## config.mk

```make
export PLATFORM = sky130hd
export DESIGN_NAME = c4_rx_deser
export DESIGN_NICKNAME = d
export VERILOG_FILES = /design/src/rtl/c4_pkg.sv /design/src/rtl/c4_rx_fifo.sv /design/src/rtl/c4_rx_deser.sv
export SDC_FILE = /design/constraint.sdc
export NUM_CORES = 1
export LEC_CHECK = 0
export BUFFER_PORTS_ARGS = -buffer_cell sky130_fd_sc_hd__buf_2
export CELL_PAD_IN_SITES_DETAIL_PLACEMENT = 0
export CELL_PAD_IN_SITES_GLOBAL_PLACEMENT = 1
export CORE_ASPECT_RATIO = 1.25
export CORE_MARGIN = 4
export CORE_UTILIZATION = 41
export CTS_CLUSTER_DIAMETER = 120
export DETAILED_ROUTE_END_ITERATION = 8
export PLACE_DENSITY = 0.85
export SYNTH_ARGS = -nofsm -noshare
export SYNTH_HDL_FRONTEND = slang
export SYNTH_HIERARCHICAL = 1
export SYNTH_SLANG_ARGS = --single-unit
```

## constraint.sdc

```tcl
create_clock -name n_clk -period 2.7 [get_ports n_clk]
set_input_delay 0.54 -clock n_clk [delete_from_list [all_inputs] [get_ports n_clk]]
set_output_delay 0.54 -clock n_clk [all_outputs]
set_load 0.02 [all_outputs]
```

## src/rtl/c4_pkg.sv

```systemverilog
// rtl/c4_pkg.sv - shared types and default sizes for the c4 receive path
package c4_pkg;
   typedef enum logic {IDLE, SHIFT} rx_state_t;
   localparam int C4_WORD_W   = 8;
   localparam int C4_RX_DEPTH = 2;
endpackage

```

## src/rtl/c4_rx_fifo.sv

```systemverilog
// rtl/c4_rx_fifo.sv - word FIFO for the c4 deserializer, count-based full/empty, no fall-through
module c4_rx_fifo
   import c4_pkg::*;
#(
   parameter int WIDTH = C4_WORD_W,
   parameter int DEPTH = C4_RX_DEPTH
) (
   input  logic             n_clk,
   input  logic             rst,
   input  logic             push,
   input  logic [WIDTH-1:0] din,
   input  logic             pop,
   output logic [WIDTH-1:0] dout,
   output logic             empty,
   output logic             full
);
   localparam int AW = $clog2(DEPTH);
   localparam int NW = AW + 1;

   logic [WIDTH-1:0] mem [DEPTH];
   logic [AW-1:0]    wr_ptr, rd_ptr;
   logic [NW-1:0]    count;
   logic             do_push, do_pop;

   // A push into a full FIFO is still taken when a pop frees the slot on the same edge
   assign do_pop  = pop & ~empty;
   assign do_push = push & (~full | do_pop);
   assign empty   = (count == '0);
   assign full    = (count == NW'(DEPTH));
   assign dout    = empty ? '0 : mem[rd_ptr];

   always_ff @(negedge n_clk) begin
      if (rst) begin
         wr_ptr <= '0;
         rd_ptr <= '0;
         count  <= '0;
      end else begin
         if (do_push) begin
            mem[wr_ptr] <= din;
            wr_ptr      <= wr_ptr + 1'b1;
         end
         if (do_pop)
            rd_ptr <= rd_ptr + 1'b1;
         count <= count + NW'(do_push) - NW'(do_pop);
      end
   end
endmodule

```

## src/rtl/c4_rx_deser.sv

```systemverilog
// rtl/c4_rx_deser.sv - assembles strobed serial bits from c4 into words and queues them for a consumer
module c4_rx_deser
   import c4_pkg::*;
#(
   parameter int WIDTH     = C4_WORD_W,
   parameter int MSB_FIRST = 1,
   parameter int DEPTH     = C4_RX_DEPTH,
   parameter int TIMEOUT   = 16
) (
   input  logic                       n_clk,
   input  logic                       rst,
   input  logic                       s,
   input  logic                       t,
   input  logic                       clr,
   output logic [WIDTH-1:0]           dout,
   output logic                       dvalid,
   input  logic                       dready,
   output logic [$clog2(WIDTH+1)-1:0] bit_cnt,
   output logic                       busy,
   output logic                       tmo,
   output logic                       ovf
);
   localparam int CW = $clog2(WIDTH + 1);
   localparam int GW = (TIMEOUT > 0) ? $clog2(TIMEOUT + 1) : 1;

   rx_state_t        state, state_nx;
   logic [CW-1:0]    cnt_nx;
   logic [WIDTH-1:0] sh, sh_nx, base, shifted;
   logic [GW-1:0]    gap, gap_nx;
   logic             expire, push, pop, empty, full;

   assign pop    = dvalid & dready;
   assign dvalid = ~empty;
   assign busy   = (state == SHIFT);
   assign expire = (TIMEOUT != 0) && (state == SHIFT) && !clr && (gap == GW'(TIMEOUT));

   // A new word starts from an all-zero register so stale bits never leak in
   assign base    = (state == IDLE) ? '0 : sh;
   assign shifted = (MSB_FIRST != 0) ? {base[WIDTH-2:0], s} : {s, base[WIDTH-1:1]};

   always_comb begin
      state_nx = state;
      cnt_nx   = bit_cnt;
      sh_nx    = sh;
      gap_nx   = gap;
      push     = 1'b0;
      case (state)
         IDLE: begin
            if (t && !clr) begin
               state_nx = SHIFT;
               cnt_nx   = CW'(1);
               sh_nx    = shifted;
               gap_nx   = '0;
            end
         end
         SHIFT: begin
            if (clr || expire) begin
               state_nx = IDLE;
               cnt_nx   = '0;
               gap_nx   = '0;
            end else if (t) begin
               sh_nx  = shifted;
               gap_nx = '0;
               if (bit_cnt == CW'(WIDTH - 1)) begin
                  push     = 1'b1;
                  state_nx = IDLE;
                  cnt_nx   = '0;
               end else begin
                  cnt_nx = bit_cnt + 1'b1;
               end
            end else if (TIMEOUT != 0) begin
               gap_nx = gap + 1'b1;
            end
         end
         default: state_nx = IDLE;
      endcase
   end

   always_ff @(negedge n_clk) begin
      if (rst) begin
         state   <= IDLE;
         bit_cnt <= '0;
         sh      <= '0;
         gap     <= '0;
         tmo     <= 1'b0;
         ovf     <= 1'b0;
      end else begin
         state   <= state_nx;
         bit_cnt <= cnt_nx;
         sh      <= sh_nx;
         gap     <= gap_nx;
         tmo     <= expire;
         ovf     <= ovf | (push & full & ~pop);
      end
   end

   c4_rx_fifo #(.WIDTH(WIDTH), .DEPTH(DEPTH)) u_fifo (
      .n_clk (n_clk),
      .rst   (rst),
      .push  (push),
      .din   (shifted),
      .pop   (pop),
      .dout  (dout),
      .empty (empty),
      .full  (full)
   );
endmodule
```

==> summary.md, run 1 <==
| Metric | Value |
|---|---|
| Outcome | `complete, but fails checks` |
| Violated checks | `setup timing` |
| PwrDens | `463 nW/µm²` |
| Synthesized cell area | `1880 µm²` |
| CP max-delay cell | `dfxtp_2` |
| Arrival @ worst endpoint | `2660 ps` |
| Syn Area/Cell | `10.9 µm²` |
| Initial antenna violation count | `0` |
| CTS tree | `built` |
| CTS Buf Count | `5` |
| Antenna Cells | `0` |
| Largest cells by area after synthesis | `dfxtp_1 26%, edfxtp_1 26%, mux2i_1 8.5%` |
| CTS Buffer Depth | `2` |
| MaxCap Viol Count | `0` |
| Actual slew at the worst max-slew pin | `477 ps` |
| Drt total wl | `4.21 mm` |
| CP cell instances | `buf_12 > mux2i_4 > nor2_4 > buf_6` |
| Slew Limit Fails | `0` |
| Critical path destination | `dout[5]` |
| Routability cong. | `0.780` |
| Number of global-route vias before repair | `1547` |
| Seq/Total Area, Yosys | `0.512` |
| RSZ-0062 raised after global routing | `true` |
| Hold buffers post-CTS | `0` |
| Total number of vias | `1518` |
| Core area | `4430 µm²` |
| Final HPWL DP | `2.62 mm` |
| Global-route wire length before repair | `6.46 mm` |
| Final WS setup | `-500 ps` |
| Die H | `83.7 µm` |
| Worst min path class | `reg -> reg` |
| Gate Count Post-Synth | `172` |
| Syn_nets | `182` |
| Rel. slew slack | `0.677` |
| Critical Path Max Stage Delay | `330 ps` |
| R2R Setup Slk | `560 ps` |
| Lkg Pwr | `1.25 nW` |
| Area Growth Syn to Fin | `55.6%` |
| Row count | `27` |
| R2R depth | `8` |
| CTS clock-pin slew for the worst setup and hold paths | `30 ps` |
| Count of port buffers added during placement | `21` |
| Hold WS | `474 ps` |
| Die span in x | `68.5 µm` |
| Tot GR Track Use | `0.147` |
| Peak supply drop | `0.000281 V` |
| Clock tree root driver cell | `clkbuf_8` |
| CP max FO | `8` |
| Yosys top cell by area | `dfxtp_1` |
| Area share of the largest cell type after synthesis | `0.256` |
| Layout cells sized above 1 | `0.424` |
| CP Launch Type | `flip-flop` |
| Worst Skew | `16.4 ps` |
| DRT iter0 DRCs | `41` |
| DRC viols | `0` |
| Worst Setup End Kind | `primary output` |
| RR Startpoint | `busy` |
| Clk Latency, worst-skew pair | `360 ps` |
| Yosys warns | `6` |
| Critical setup path kind | `reg -> out` |
| Remaining antenna violation count | `0` |
| Average wire per standard cell | `13.1 µm` |
| Post-route cell area | `2920 µm²` |
| Pre-antenna DRT Iters | `4` |
| H-tree depth | `2` |
| Die ar. | `5730 µm²` |
| Final setup vio count | `27` |
| Final Hold Viols | `0` |
| Via-to-Cell Ratio | `4.74` |
| Initial Utilization | `0.424` |
| # clock sinks | `40` |
| Largest net degree at the start of global routing | `22` |
| Worst Path Required | `2160 ps` |
| Synth Register Bits | `40` |
| Grt total ovfl | `0` |
| Total placed instance area | `2320 µm²` |
| Final core utilization | `0.660` |
| Hold_sp | `ovf` |
| Nets@finish | `271` |
| Library cells used by synthesis | `41` |
| Reg-to-Reg End | `u_fifo/mem[0][0]` |
| I/O pins | `22` |
-- power by group --
group	total, W	switching (W)	internal [W]
logic	0.0000795	0.0000400	0.0000395
clock network	0.000641	0.000373	0.000268
registers	0.000633	0.00000191	0.000631
total	0.00135	0.000415	0.000939
-- cells in the final DEF (no fill, tap or decap), types with 3 or more instances in the layout --
master,Yosys,layout
inv_1,9,45
buf_4,0,24
buf_6,2,20
nor2_1,25,16
edfxtp_1,16,16
dfxtp_1,24,15
and2_1,9,9
dfxtp_2,0,9
nor2_4,0,9
mux2i_1,16,8
mux2i_4,0,8
a21oi_1,9,6
nor2b_1,6,5
clkbuf_8,0,5
nand2_1,4,4
nor3_1,5,4
buf_2,4,4
nor4b_4,2,3
a21oi_2,0,3
ha_1,4,3
buf_12,0,3
-- cell families after synthesis --
| family | after synthesis | synth area share |
|---|---|---|
| buffers and inverters | 17 | 0.0446 |
| XOR/XNOR | 3 | 0.0140 |
| AND/OR/NAND/NOR | 66 | 0.219 |
| adder cells (fa/ha/maj) | 4 | 0.0266 |
| multiplexers | 18 | 0.0993 |
| flip-flops | 40 | 0.512 |
| AO/OA/AOI/OAI | 24 | 0.0853 |
-- state kept, by name, summed over array words and instances (netlist names), named ones only --
signal / cells
u_fifo/mem: 16
busy: 1
u_fifo/wr_ptr: 1
u_fifo/count: 2
ovf: 1
sh: 7
tmo: 1
gap: 5
bit_cnt: 4
u_fifo/rd_ptr: 1
-- critical path, delay by kind of cell, from the launching register on --
family / cells / cell delay (ps)
buffers and inverters: 2 / 300
DFF: 1 / 330
muxes: 1 / 290
and+or+nand+nor: 1 / 50
-- final cells by class --
cell class	count	area (µm²)
fillers	333	1500
multi-input cells	115	1090
flip-flops and latches	40	972
repair buffers	52	510
clock inverters	43	176
well taps	58	72.6
clock buffers	5	68.8
inverters	7	28.8
-- how the worst min path moves through the flow --
| stage | end | slack (ps) | cells after the start |
|---|---|---|---|
| 5_1_grt | sh[4] | 520 | 2 |
| 3_3_place_gp | ovf | 460 | 2 |
| 2_1_floorplan | sh[0] | 450 | 2 |
| 4_1_cts | ovf | 480 | 2 |
| 6_report | ovf | 470 | 2 |
| 3_5_place_dp | ovf | 470 | 2 |
-- cells in the mapped netlist, drive strengths merged --
| library cell | n |
|---|---|
| edfxtp | 16 |
| nor2 | 25 |
| a21oi | 10 |
| nor3 | 5 |
| nor4bb | 1 |
| a41oi | 1 |
| xor2 | 2 |
| o22ai | 1 |
| and2 | 9 |
| dfxtp | 24 |
| and4bb | 1 |
| o21ai | 6 |
| nand2b | 3 |
| inv | 9 |
| clkbuf | 2 |
| nand4b | 2 |
| mux2 | 2 |
| nor2b | 7 |
| a211oi | 2 |
| nand4 | 1 |
| mux2i | 16 |
| xnor2 | 1 |
| o2111ai | 1 |
| ha | 4 |
| nand3 | 2 |
| a22oi | 2 |
| buf | 6 |
| a211o | 1 |
| and2b | 1 |
| nand2 | 4 |
| nor4 | 1 |
| nor3b | 1 |
| nor4b | 3 |
-- stage by stage --
step | worst slack [ps] | cells | power, W | TNS (ps)
6_report | -500 | 320 | 0.00135 | -6140
5_1_grt | -546 | 320 | 0.00145 | -7760
4_1_cts | -475 | 316 | 0.00137 | -5650
3_5_place_dp | -644 | 263 | 0.000805 | -15020
3_3_place_gp | -611 | 263 | 0.000804 | -14190
2_1_floorplan | -566 | 172 | 0.000776 | -10710
-- layer usage --
layer / part of all wire / GRT usage
met5: 0 / 0
met3: 0.030 / 0.0485
met1: 0.37 / 0.140
met4: 0.0074 / 0.0687
met2: 0.59 / 0.267
-- timing repair --
action                                  4_1_cts  5_1_grt
gates cloned                                  0        2
endpoints found under the hold margin         0        0
pin swaps                                     4        6
endpoints found under the setup margin       34       36
gates resized for setup                      60       11
setup buffers                                 7        3
Note: power is estimated with default switching activity, not from simulation.
==> run 2: changes to the inputs <==
--- a/config.mk
+++ b/config.mk
@@ -8,7 +8,7 @@
 export BUFFER_PORTS_ARGS = -buffer_cell sky130_fd_sc_hd__buf_2
 export CELL_PAD_IN_SITES_DETAIL_PLACEMENT = 0
 export CELL_PAD_IN_SITES_GLOBAL_PLACEMENT = 1
-export CORE_ASPECT_RATIO = 1.25
+export CORE_ASPECT_RATIO = 2
 export CORE_MARGIN = 4
 export CORE_UTILIZATION = 41
 export CTS_CLUSTER_DIAMETER = 120
==> run 2 against run 1 <==
Compared with the run above:
- the flow still finishes with violations (setup timing)
- critical path type unchanged
- power decreased by 1.4%
- clock skew hardly changed
- cell count is 1.3% lower
- core utilization up 0.95 points
- worst setup slack better by 1.8 ps
==> summary.md, run 2 (synthesis gave the netlist of run 1 again) <==
| Metric | Value |
|---|---|
| CP cell instances | `buf_12 > mux2i_4 > nor2_4 > buf_6` |
| Peak supply drop | `0.000411 V` |
| Antenna Cells | `0` |
| Pre-antenna DRT Iters | `4` |
| Nets@finish | `271` |
| DRT iter0 DRCs | `27` |
| Remaining antenna violation count | `0` |
| H-tree depth | `2` |
| Arrival @ worst endpoint | `2660 ps` |
| Outcome | `complete, but fails checks` |
| Hold buffers post-CTS | `0` |
| Critical setup path kind | `reg -> out` |
| I/O pins | `22` |
| Via-to-Cell Ratio | `4.84` |
| Commonest cells after routing, fill and taps aside | `45 x inv_1, 23 x buf_6, 22 x buf_4` |
| Number of global-route vias before repair | `1670` |
| RSZ-0062 raised after global routing | `true` |
| PwrDens | `455 nW/µm²` |
| Post-route cell area | `2940 µm²` |
| # fillers | `345` |
| MaxCap Viol Count | `0` |
| Global-route wire length before repair | `6.89 mm` |
| Violated checks | `setup timing` |
| Final WS setup | `-498 ps` |
| Slew Limit Fails | `0` |
| Die H | `104 µm` |
| Routability cong. | `0.782` |
| Rel. slew slack | `0.691` |
| Worst Path Required | `2160 ps` |
| # clock sinks | `40` |
| Final Hold Viols | `0` |
| Lkg Pwr | `1.24 nW` |
| Critical Path Max Stage Delay | `330 ps` |
| Biggest register | `u_fifo/mem` |
| Final setup vio count | `26` |
| CP max FO | `8` |
| CTS tree | `built` |
| Count of port buffers added during placement | `21` |
| Regs by FF count | `u_fifo/mem: 16 flops, sh: 7 flops, gap: 5 flops` |
| Initial Utilization | `0.429` |
| Clk Latency, worst-skew pair | `360 ps` |
| Actual slew at the worst max-slew pin | `457 ps` |
| Hold WS | `467 ps` |
| Grt total ovfl | `0` |
| Max FFs per register | `16` |
| Drt total wl | `4.12 mm` |
| Commonest non-fill, non-tap cell in the layout | `inv_1` |
| CTS Buf Count | `5` |
| Initial antenna violation count | `0` |
| Clock tree root driver cell | `clkbuf_8` |
| Die span in x | `55.9 µm` |
| CP Launch Type | `flip-flop` |
| DRC viols | `0` |
| Area Growth Syn to Fin | `56.3%` |
| Largest net degree at the start of global routing | `22` |
| Tot GR Track Use | `0.145` |
| Core area | `4380 µm²` |
| Worst Setup End Kind | `primary output` |
| Final HPWL DP | `2.67 mm` |
| Worst Skew | `16.0 ps` |
| Worst min path class | `reg -> reg` |
| Total placed instance area | `2330 µm²` |
| Total number of vias | `1531` |
| Die ar. | `5790 µm²` |
| Layout cells sized above 1 | `0.424` |
| CTS clock-pin slew for the worst setup and hold paths | `40 ps` |
| Average wire per standard cell | `13.0 µm` |
| Row count | `34` |
| CTS Buffer Depth | `2` |
| CP max-delay cell | `dfxtp_2` |
| Pre-CTS setup slack | `-533 ps` |
-- run 2: changes by cell type in the layout (fill, tap and decap cells not counted), sizes merged --
cell / change
clkinv: -1
clkinvlp: +1
-- run 2: critical path, delay by kind of cell, from the launching register on --
family	cells	cell delay, ps
buffers and inverters	2	290
multiplexers	1	270
flip-flops	1	330
AND/OR/NAND/NOR	1	50
-- run 2: worst paths after layout --
kind | end | from | cells past startpoint | slack (ps)
max | dout[4] | flip-flop | 4 | -500
min | ovf | ovf | 2 | 470
max reg2reg | u_fifo/mem[1][2] | bit_cnt[1] | 9 | 560
min reg2reg | ovf | ovf | 2 | 470
-- run 2: what timing repair did --
action	in CTS	in global routing
setup endpoints to repair	33	35
setup buffers	5	3
pin swaps	5	6
gates resized for setup	47	31
gates cloned	1	1
-- run 2: layout make-up --
cell class	count	area (µm²)	share of cell area
Sequential cell	40	972	0.331
Inverter	7	31.3	0.0107
Tap cell	54	67.6	0.0230
Clock inverter	43	170	0.0580
Timing Repair Buffer	52	524	0.179
Clock buffer	5	68.8	0.0234
Multi-Input combinational cell	115	1100	0.375
-- run 2: per-stage QoR --
step / total power (W) / cells / setup TNS, ps / util
after floorplan: 0.000776 / 172 / -10710 / -
after global placement: 0.000802 / 262 / -13680 / 0.533
after detailed placement: 0.000802 / 262 / -14450 / 0.533
after CTS: 0.00137 / 313 / -6430 / 0.630
after global routing: 0.00145 / 316 / -7150 / 0.670
final: 0.00134 / 316 / -5870 / 0.670
-- run 2: power by group --
part | total, W | internal [W] | switching [W] | leakage [nW]
Sequential | 0.000634 | 0.000632 | 0.00000186 | 0.360
Combinational | 0.0000751 | 0.0000362 | 0.0000389 | 0.626
Clock | 0.000627 | 0.000261 | 0.000366 | 0.258
Total | 0.00134 | 0.000929 | 0.000407 | 1.24
-- run 2: metal layers --
layer / share of wire / vias up / global-route usage
met1: 0.35 / 710 / 0.137
met3: 0.035 / 9 / 0.0610
met4: 0.020 / 0 / 0.0900
met2: 0.59 / 30 / 0.251
li1: - / 782 / -
met5: 0 / - / 0
==> run 3: changes to the inputs <==
--- a/config.mk
+++ b/config.mk
@@ -5,15 +5,16 @@
 export SDC_FILE = /design/constraint.sdc
 export NUM_CORES = 1
 export LEC_CHECK = 0
+export ABC_AREA = 1
 export BUFFER_PORTS_ARGS = -buffer_cell sky130_fd_sc_hd__buf_2
 export CELL_PAD_IN_SITES_DETAIL_PLACEMENT = 0
 export CELL_PAD_IN_SITES_GLOBAL_PLACEMENT = 1
 export CORE_ASPECT_RATIO = 2
 export CORE_MARGIN = 4
-export CORE_UTILIZATION = 41
+export CORE_UTILIZATION = 38
 export CTS_CLUSTER_DIAMETER = 120
 export DETAILED_ROUTE_END_ITERATION = 8
-export PLACE_DENSITY = 0.85
+export PLACE_DENSITY = 0.83
 export SYNTH_ARGS = -nofsm -noshare
 export SYNTH_HDL_FRONTEND = slang
 export SYNTH_HIERARCHICAL = 1
==> run 3 against run 2 <==
Compared with the run above:
- the run still ends with setup timing left
- largest power group unchanged
- die area up 8.5%
- sequential power up 2%
- non-clock buffer count up 5
- sequential share of layout area up 1.1 points
- global-route usage up 0.46 points
- critical path depth unchanged
- power up 6.0%
- highest routed layer unchanged
- combinational power up 76%
- cell count up 22%
==> summary.md, run 3 <==
| Metric | Value |
|---|---|
| Outcome | `complete, but fails checks` |
| Violated checks | `setup timing` |
| # fillers | `441` |
| Pre-antenna DRT Iters | `4` |
| RSZ-0062 raised after global routing | `true` |
| RR Startpoint | `gap[0]` |
| Max FFs per register | `16` |
| Average wire per standard cell | `11.1 µm` |
| Sequential share of power | `0.458` |
| R2R depth | `12` |
| Die span in x | `58.1 µm` |
| Worst min path class | `reg -> reg` |
| Critical path destination | `dout[3]` |
| Yosys top cell by area | `dfxtp_1` |
| Regs by FF count | `u_fifo/mem: 16 flops, sh: 7 flops, gap: 5 flops` |
| Final Non-Filler Cells | `386` |
| Clk Latency, worst-skew pair | `360 ps` |
| CTS Buf Count | `5` |
| Worst Path Required | `2160 ps` |
| Final Hold Viols | `0` |
| Routability cong. | `0.840` |
| Final WS setup | `-361 ps` |
| CTS Buffer Depth | `2` |
| Setup TNS | `-6130 ps` |
| Sw Share | `0.316` |
| Pre-CTS setup slack | `-629 ps` |
| Biggest register | `u_fifo/mem` |
| Most used DFF post-synth | `dfxtp_1` |
| Yosys warns | `6` |
| Layout cells sized above 1 | `0.392` |
| Number of global-route vias before repair | `1781` |
| Critical Path Max Stage Delay | `320 ps` |
| Peak supply drop | `0.000352 V` |
| Via-to-Cell Ratio | `4.57` |
| Final setup vio count | `28` |
| Reg-to-Reg End | `u_fifo/mem[1][4]` |
| Post-layout total power | `0.00142 W` |
| Library cells used by synthesis | `30` |
| Area Growth Syn to Fin | `50.3%` |
| CP max FO | `10` |
| Crit-path leading delay family | `flip-flops` |
| CTS tree | `built` |
| Synth top cells by count | `55 x nand2_1, 32 x inv_1, 24 x dfxtp_1` |
| Rel. slew slack | `0.821` |
| Core area | `4860 µm²` |
| Initial antenna violation count | `0` |
| Worst setup path start | `u_fifo/count[0]` |
| Arrival @ worst endpoint | `2520 ps` |
| Antenna Cells | `0` |
| Slew Limit Fails | `0` |
| Commonest cells after routing, fill and taps aside | `67 x inv_1, 45 x nand2_1, 37 x buf_4` |
| Lkg Pwr | `1.38 nW` |
| Drt total wl | `4.28 mm` |
| Largest net degree at the start of global routing | `15` |
| Critical setup path kind | `reg -> out` |
| Worst Setup End Kind | `primary output` |
| CP max-delay cell | `dfxtp_2` |
| Most frequent cell after synthesis | `nand2_1` |
| Actual slew at the worst max-slew pin | `269 ps` |
| # clock sinks | `40` |
| Largest cells by area after synthesis | `dfxtp_1 25%, edfxtp_1 25%, nand2_1 11%` |
| Multi-input logic area | `887 µm²` |
| Die ar. | `6280 µm²` |
| DRC viols | `0` |
| Remaining antenna violation count | `0` |
| MaxCap Viol Count | `0` |
| Reg area | `981 µm²` |
| Post-synth EDFFs | `16` |
| Synthesized cell area | `1910 µm²` |
| CP Launch Type | `flip-flop` |
| Gate Count Post-Synth | `231` |
| Worst Skew | `14.7 ps` |
| Global-route wire length before repair | `7.21 mm` |
| Final HPWL DP | `3.18 mm` |
| Nets@finish | `338` |
| P_sw | `0.000447 W` |
| Tot GR Track Use | `0.149` |
| WP buf/inv | `2` |
| R2R Setup Slk | `590 ps` |
| Initial Utilization | `0.392` |
| Levels on crit path | `4` |
| Combinational Power Share | `0.094` |
| DRT iter0 DRCs | `31` |
| Commonest non-fill, non-tap cell in the layout | `inv_1` |
| I/O pins | `22` |
| Row count | `36` |
| Syn Area/Cell | `8.25 µm²` |
| H-tree depth | `2` |
| PwrDens | `494 nW/µm²` |
| Syn_nets | `241` |
| Fraction of registers with async set/reset | `0` |
| Pint | `0.000968 W` |
| Clock tree root driver cell | `clkbuf_8` |
| CP cell instances | `nor2_4 > buf_12 > a21oi_1 > buf_4` |
| Count of port buffers added during placement | `21` |
| Die H | `108 µm` |
| Clock power frac | `0.448` |
| Synth Register Bits | `40` |
| DP Cell Count | `329` |
| Grt total ovfl | `0` |
| Total number of vias | `1765` |
| Area share of the largest cell type after synthesis | `0.252` |
| CTS clock-pin slew for the worst setup and hold paths | `40 ps` |
| Seq/Total Area, Yosys | `0.504` |
## run 3: cell count changes after synthesis, sizes merged, moves of 9 or more
cell / change
mux2i: -16
nand2: +55
and2: -9
nand3: +11
a21oi: +9
inv: +32
## run 3: what timing repair did
| action | 4_1_cts | 5_1_grt |
|---|---|---|
| setup buffers | 5 | 7 |
| resized for setup | 50 | 22 |
| pin swaps | 10 | 8 |
| hold buffers | 0 | 0 |
| setup endpoints to repair | 34 | 34 |
## run 3: how the worst min path moves through the flow
stage / cells past startpoint / endpoint / slack [ps] / startpoint
after global routing: 2 / u_fifo/wr_ptr / 510 / u_fifo/wr_ptr
after CTS: 2 / ovf / 460 / ovf
after detailed placement: 2 / ovf / 440 / ovf
final: 2 / sh[0] / 480 / sh[0]
after global placement: 2 / ovf / 430 / ovf
after floorplan: 2 / u_fifo/wr_ptr / 450 / u_fifo/wr_ptr
## run 3: layout make-up
type | instances | area share
multi-input combinational | 145 | 0.310
inverter | 39 | 0.0611
timing repair buffer | 57 | 0.177
clock inverter | 43 | 0.0607
tap | 57 | 0.0249
clock buffer | 5 | 0.0240
sequential | 40 | 0.342
## run 3: cell families after synthesis
family	after synthesis	share of synthesized area
DFF	40	0.504
buffers and inverters	46	0.109
xor gates and xnor gates	1	0.00459
AOI/OAI and AO/OA	34	0.104
and+or+nand+nor	106	0.253
adders and majority gates	4	0.0262
## run 3: tightest hold or removal path, stage by stage (launching register included)
cell and delay (ps):
dfxtp_1 320, nor2_1 50, nor2_1 80
## run 3: through the flow
| stage | util | area (µm²) | hold slack (ps) |
|---|---|---|---|
| finish | 0.589 | 2870 | 476 |
| global route | 0.589 | 2870 | 510 |
| CTS | 0.563 | 2740 | 456 |
| detailed placement | 0.482 | 2340 | 445 |
| global placement | 0.482 | 2340 | 434 |
| floorplan | - | 2000 | 447 |
## run 3: per-layer routing
metal | wire length [µm] | vias up | share of wire | track usage
met2 | 2630 | 36 | 0.61 | 0.280
met1 | 1340 | 784 | 0.31 | 0.117
li1 | - | 929 | - | -
met3 | 134 | 16 | 0.031 | 0.0478
met5 | 0 | - | 0 | 0
met4 | 176 | 0 | 0.041 | 0.123
## run 3: power groups by stage
stage / Sequential, W / Clock, W / Combinational (W)
finish: 0.000649 / 0.000635 / 0.000132
global route: 0.000647 / 0.000769 / 0.000145
CTS: 0.000649 / 0.000671 / 0.000127
detailed placement: 0.000657 / 0.0000945 / 0.000111
global placement: 0.000657 / 0.0000945 / 0.000110
floorplan: 0.000665 / 0.0000945 / 0.0000599
